[src/rtl/prf_wb_arbiter.sv]
`default_nettype none
// ============================================================================
// Module   : prf_wb_arbiter
// Brief    : Integer writeback arbiter, NUM_REQ requesters onto two PRF write
//            ports, rotating priority, registered outputs. The starvation
//            guard is built only when PRF_WB_STARVE_EN is defined.
// Revision : 1.0  initial release
// ============================================================================
module prf_wb_arbiter #(
  parameter int NUM_REQ        = 4,
  parameter int STARVE_LIMIT   = 8,
  parameter int PREG_IDX_WIDTH = 7,
  parameter int DATA_WIDTH     = 32
) (
  input  logic                              clk,
  input  logic                              rst_n,
  input  logic [NUM_REQ-1:0]                req_valid,
  input  logic [NUM_REQ*PREG_IDX_WIDTH-1:0] req_addr,
  input  logic [NUM_REQ*DATA_WIDTH-1:0]     req_data,
  output logic [NUM_REQ-1:0]                req_ready,
  output logic                              wb0_we,
  output logic [PREG_IDX_WIDTH-1:0]         wb0_addr,
  output logic [DATA_WIDTH-1:0]             wb0_data,
  output logic                              wb1_we,
  output logic [PREG_IDX_WIDTH-1:0]         wb1_addr,
  output logic [DATA_WIDTH-1:0]             wb1_data,
  output logic [NUM_REQ-1:0]                starved
);

  localparam int IDX_W = $clog2(NUM_REQ);
  localparam int SUM_W = IDX_W + 1;

  logic [PREG_IDX_WIDTH-1:0] addr_arr [NUM_REQ];
  logic [DATA_WIDTH-1:0]     data_arr [NUM_REQ];

  generate
    for (genvar gi = 0; gi < NUM_REQ; gi++) begin : g_unpack
      assign addr_arr[gi] = req_addr[gi*PREG_IDX_WIDTH +: PREG_IDX_WIDTH];
      assign data_arr[gi] = req_data[gi*DATA_WIDTH +: DATA_WIDTH];
    end
  endgenerate

  logic [NUM_REQ-1:0] promoted;
  logic [NUM_REQ-1:0] grant;
  logic [IDX_W-1:0]   rr_ptr_q, rr_ptr_d;
  logic [IDX_W-1:0]   a_idx, b_idx;
  logic               found_a, found_b, a_rot, b_rot, b_ok;

  logic                      wb0_we_q, wb0_we_d, wb1_we_q, wb1_we_d;
  logic [PREG_IDX_WIDTH-1:0] wb0_addr_q, wb0_addr_d, wb1_addr_q, wb1_addr_d;
  logic [DATA_WIDTH-1:0]     wb0_data_q, wb0_data_d, wb1_data_q, wb1_data_d;

  function automatic logic [IDX_W-1:0] wrap_inc(input logic [IDX_W-1:0] v);
    if ({1'b0, v} == SUM_W'(NUM_REQ - 1)) return '0;
    return v + IDX_W'(1);
  endfunction

  // Promoted requesters are scanned first in index order, then the rest in
  // rotating order; the first two valid hits become grants A and B.
  always_comb begin
    logic [SUM_W-1:0] pos;
    logic [IDX_W-1:0] cand;
    found_a = 1'b0;
    found_b = 1'b0;
    a_rot   = 1'b0;
    b_rot   = 1'b0;
    a_idx   = '0;
    b_idx   = '0;
    pos     = '0;
    cand    = '0;
    for (int k = 0; k < NUM_REQ; k++) begin
      if (req_valid[k] && promoted[k]) begin
        if (!found_a) begin
          found_a = 1'b1;
          a_idx   = IDX_W'(k);
        end else if (!found_b) begin
          found_b = 1'b1;
          b_idx   = IDX_W'(k);
        end
      end
    end
    for (int j = 0; j < NUM_REQ; j++) begin
      pos = {1'b0, rr_ptr_q} + SUM_W'(j);
      if (pos >= SUM_W'(NUM_REQ)) pos = pos - SUM_W'(NUM_REQ);
      cand = pos[IDX_W-1:0];
      if (req_valid[cand] && !promoted[cand]) begin
        if (!found_a) begin
          found_a = 1'b1;
          a_idx   = cand;
          a_rot   = 1'b1;
        end else if (!found_b) begin
          found_b = 1'b1;
          b_idx   = cand;
          b_rot   = 1'b1;
        end
      end
    end
  end

  // A same-preg second grant is simply dropped for this cycle, not replaced.
  always_comb begin
    b_ok  = found_b && (addr_arr[b_idx] != addr_arr[a_idx]);
    grant = '0;
    if (found_a) grant[a_idx] = 1'b1;
    if (b_ok)    grant[b_idx] = 1'b1;
  end

  assign req_ready = rst_n ? grant : '0;

  always_comb begin
    rr_ptr_d   = rr_ptr_q;
    if (b_ok && b_rot)
      rr_ptr_d = wrap_inc(b_idx);
    else if (found_a && a_rot)
      rr_ptr_d = wrap_inc(a_idx);
    wb0_we_d   = found_a;
    wb0_addr_d = found_a ? addr_arr[a_idx] : wb0_addr_q;
    wb0_data_d = found_a ? data_arr[a_idx] : wb0_data_q;
    wb1_we_d   = b_ok;
    wb1_addr_d = b_ok ? addr_arr[b_idx] : wb1_addr_q;
    wb1_data_d = b_ok ? data_arr[b_idx] : wb1_data_q;
  end

  always_ff @(posedge clk or negedge rst_n) begin
    if (!rst_n) begin
      rr_ptr_q   <= '0;
      wb0_we_q   <= 1'b0;
      wb0_addr_q <= '0;
      wb0_data_q <= '0;
      wb1_we_q   <= 1'b0;
      wb1_addr_q <= '0;
      wb1_data_q <= '0;
    end else begin
      rr_ptr_q   <= rr_ptr_d;
      wb0_we_q   <= wb0_we_d;
      wb0_addr_q <= wb0_addr_d;
      wb0_data_q <= wb0_data_d;
      wb1_we_q   <= wb1_we_d;
      wb1_addr_q <= wb1_addr_d;
      wb1_data_q <= wb1_data_d;
    end
  end

  assign wb0_we   = wb0_we_q;
  assign wb0_addr = wb0_addr_q;
  assign wb0_data = wb0_data_q;
  assign wb1_we   = wb1_we_q;
  assign wb1_addr = wb1_addr_q;
  assign wb1_data = wb1_data_q;

`ifdef PRF_WB_STARVE_EN
  localparam logic [7:0] LIMIT = 8'(STARVE_LIMIT);

  logic [NUM_REQ-1:0] starved_q, starved_d;

  generate
    for (genvar gi = 0; gi < NUM_REQ; gi++) begin : g_starve
      logic [7:0] cnt_q, cnt_d;

      always_comb begin
        cnt_d = 8'd0;
        if (req_valid[gi] && !grant[gi])
          cnt_d = (cnt_q == LIMIT) ? cnt_q : cnt_q + 8'd1;
      end

      always_ff @(posedge clk or negedge rst_n) begin
        if (!rst_n) cnt_q <= 8'd0;
        else        cnt_q <= cnt_d;
      end

      assign promoted[gi]  = (cnt_q == LIMIT);
      assign starved_d[gi] = (cnt_d == LIMIT);
    end
  endgenerate

  always_ff @(posedge clk or negedge rst_n) begin
    if (!rst_n) starved_q <= '0;
    else        starved_q <= starved_d;
  end

  assign starved = starved_q;
`else
  logic [31:0] unused_starve_limit;
  assign unused_starve_limit = STARVE_LIMIT;
  assign promoted = '0;
  assign starved  = '0;
`endif

endmodule
`default_nettype wire

[config.mk]
export PLATFORM = sky130hd
export DESIGN_NAME = prf_wb_arbiter
export DESIGN_NICKNAME = d
export VERILOG_FILES = /design/src/rtl/prf_wb_arbiter.sv
export SDC_FILE = /design/constraint.sdc
export NUM_CORES = 1
export LEC_CHECK = 0
export ABC_AREA = 0
export CAP_MARGIN = 20
export CORE_MARGIN = 2
export CORE_UTILIZATION = 49
export CTS_BUF_LIST = sky130_fd_sc_hd__clkbuf_4 sky130_fd_sc_hd__clkbuf_8 sky130_fd_sc_hd__clkbuf_16
export CTS_CLUSTER_SIZE = 25
export DETAILED_ROUTE_END_ITERATION = 10
export HOLD_SLACK_MARGIN = 0.06
export MAX_ROUTING_LAYER = met4
export PLACE_DENSITY = 0.88
export RECOVER_POWER = 100
export SLEW_MARGIN = 40
export SYNTH_ARGS = -nofsm -noshare
export SYNTH_HDL_FRONTEND = slang
export SYNTH_SLANG_ARGS = --single-unit
[constraint.sdc]
create_clock -name clk -period 20.6 [get_ports clk]
set_clock_uncertainty 0.15 [all_clocks]
set_input_delay 6.18 -clock clk [delete_from_list [all_inputs] [get_ports clk]]
set_output_delay 6.18 -clock clk [all_outputs]
set_load 0.005 [all_outputs]
==> flow_summary_export.csv <==
group,metric,value,unit
setup_path,cp.required,14.27,ns
floorplanning,row_count,42,
sta,maxSlewViolCount,210,
sta,rsz0062_at_grt,"no",
worst_hold_path,hold_path.class,"reg -> reg",
final_layout,fin_area,9090,sq um
global_route,grt_pass1_wl,32800,um
synth,synth-seq-area-share,31.5,%
synth,synth_top_area_cell,"dfrtp_1",
clock_network,numCtsBuffers,9,
setup_path,r2r-start,"rr_ptr_q[0]",
floorplanning,start_util,49.8,%
synth,yosysWarnings,0,
floorplanning,io-pin-count,250,
placed_design,dp_cells,1109,
sta,relSlewSlack,-142,%
floorplanning,core_area,13100,sq um
synth,synthCells,747,
setup_path,cp.arrival,12.42,ns
synth,synth_top_area_share,31.5,%
clock_network,postCtsSetupRepairBufs,0,
sta,hold_viol,0,
sta,fmax,0.0533,GHz
placed_design,postPlaceCellArea,8930,sq um
global_route,antenna_found_initial,1,
floorplanning,dieWidth,119,um
global_route,grt_usage,29.8,%
sta,setup_viol,0,
drt,drt-wirelength-per-cell,18.8,um
final_layout,nNetsFinal,1116,
sta,timing.setup.tns,0,ns
final_layout,stdcell_count,1126,
setup_path,critical_path_class,"in -> out",
final_layout,fill_cells,1071,
setup_path,reg2regPathDepth,14,
clock_network,root_buffer,"clkbuf_16",
clock_network,cts_sinks,82,
final_layout,area_growth,39.7,%
placed_design,dpl.hpwl,14600,um
setup_path,critPathLaunchType,"input pin",
final_layout,final_common_cell,"clkdlybuf4s50_1",
flow_run,drv_cap,4,
sta,fin_hold_ws,0.320,ns
worst_hold_path,whs_path_depth,1,
drt,dr.pass1.iters,5,
synth,synth_cell_types,50,
final_layout,drive_above_1_share,3.90,%
placed_design,gp_congestion,0.905,
sta,period_minus_slack,18.75,ns
setup_path,timing.critical_path.to_type,"output port",
clock_network,clk_pin_slew_worst_paths,0.06,ns
global_route,gr-total-overflow,0,
synth,netlist_area,6510,sq um
drt,drc,0,
synth,synth_edf_count,0,
clock_network,cts_tree,"built",
final_layout,mostFrequentLayoutCells,"160 x clkdlybuf4s50_1, 151 x nand2_1, 84 x dlygate4sd3_1",
status,outcome,"complete, but fails checks",
status,violations,"max-capacitance violations, max-slew violations",
setup_path,startpoint,"req_valid[2]",
drt,avgViaCountPerCell,5.88,
synth,ys_seq_elements,82,
clock_network,cts_buffer_depth,2,
pwr,p_per_area,140,nW/um^2
drt,route.vias.total,6618,
setup_path,crit_path_max_fanout,31,
floorplanning,fp.dieH,119,um
setup_path,r2r_slack,12.41,ns
drt,detail-route-antenna-nets,0,
synth,syn_avg_cell_area,8.71,sq um
drt,drt-total-wl,21200,um
drt,drtIter0Drc,616,
clock_network,htree_levels,3,
global_route,grt_pass1_vias,6022,
worst_hold_path,min_from,"wb0_data[7]",
floorplanning,die_area,14200,sq um
synth,synthFlopType,"dfrtp_1",
synth,ys_top_cells_by_area,"dfrtp_1 32%, mux2i_1 11%, nand2_1 8.7%",
synth,synthArstFlopShare,100,%
clock_network,cts_resized,0,
clock_network,cts_hold_buf,0,
sta,max_slew.worst_pin.slew,3.63,ns
pwr,vdd_drop_max,0.0696,mV
global_route,grt_max_degree,81,
pwr,finalPower,1.28,mW
sta,timing.final.crit_share,91.0,%
pwr,p_leak,3.92,nW
clock_network,insertion_delay,0.34,ns
placed_design,portBuffers,245,
[state kept, by name, indices dropped and copies added, names as in the netlist]
register  cells
rr_ptr_q      2
wb0_we        1
wb1_data     32
wb0_data     32
wb1_we        1
wb1_addr      7
wb0_addr      7
[synthesized netlist by cell type, drive strengths merged, types with 2 or more instances]
| master | n |
|---|---|
| and3 | 36 |
| a221oi | 2 |
| a211oi | 35 |
| mux2 | 40 |
| o211ai | 3 |
| nand2 | 151 |
| o22ai | 3 |
| o221ai | 3 |
| a21o | 36 |
| a22oi | 3 |
| inv | 13 |
| dfrtp | 82 |
| o21ai | 22 |
| ha | 10 |
| nor4 | 4 |
| nand3 | 15 |
| nor3 | 2 |
| clkbuf | 43 |
| mux2i | 71 |
| a2111oi | 2 |
| buf | 29 |
| nor4b | 2 |
| nor2b | 34 |
| nor2 | 6 |
| o22a | 2 |
| clkinv | 3 |
| a22o | 2 |
| nand3b | 2 |
| a21oi | 44 |
| a311oi | 34 |
[through the flow]
stage	worst slack [ns]	util, %
after detailed placement	3.26	68.2
after CTS	3.24	70.7
after global placement	3.38	68.2
after global routing	1.47	69.5
after floorplan	5.24	-
final	1.85	69.5
[worst paths after layout]
| path | to |
|---|---|
| max | req_ready[3] |
| min | wb0_data[7] |
| max reg2reg | wb1_addr[5] |
| min reg2reg | wb0_data[7] |
| max in group asynchronous | wb1_data[25] |
| min in group asynchronous | wb1_data[3] |
[critical path, cell delays in order]
cell             delay, ns
clkdlybuf4s50_1       0.88
inv_1                 0.23
a211o_1               0.33
o21ai_0               0.11
ha_1                  0.30
mux2i_1               0.15
a22oi_1               0.10
a31oi_1               0.86
clkbuf_1              1.14
mux2_2                0.45
and3_1                0.15
nor4_1                0.29
nand4_1               0.20
nor2_1                0.28
o21ai_0               0.14
dlygate4sd3_1         0.59
[final cells by class]
| type | instances | area (sq um) | share of cell area, % |
|---|---|---|---|
| Multi-Input combinational cell | 580 | 3930 | 43.2 |
| Clock buffer | 11 | 246 | 2.71 |
| Clock inverter | 5 | 77.6 | 0.853 |
| Tap cell | 176 | 220 | 2.42 |
| Timing Repair Buffer | 255 | 2510 | 27.6 |
| Antenna cell | 1 | 2.50 | 0.0275 |
| Sequential cell | 82 | 2050 | 22.6 |
| Inverter | 16 | 60.1 | 0.660 |
[power by group]
part | switching, mW | internal (mW)
Sequential | 0.0523 | 0.248
Clock | 0.0670 | 0.110
Combinational | 0.406 | 0.394
[logic make-up after synthesis]
group | share of synthesized area (%)
compound gates | 21.5
xor+xnor | 0.135
fa+ha+maj | 2.09
buf+inv | 6.42
flops | 31.5
mux | 19.7
other cells | 0.0576
simple gates | 18.5
[metal layers]
layer	track usage (%)	up-vias	wire length, um
met5	-	-	0
met4	9.82	0	570
met3	4.36	34	1690
met2	47.8	333	10100
met1	39.0	3145	8880
li1	-	3106	-
No activity file was read; power rests on OpenSTA's default activity.
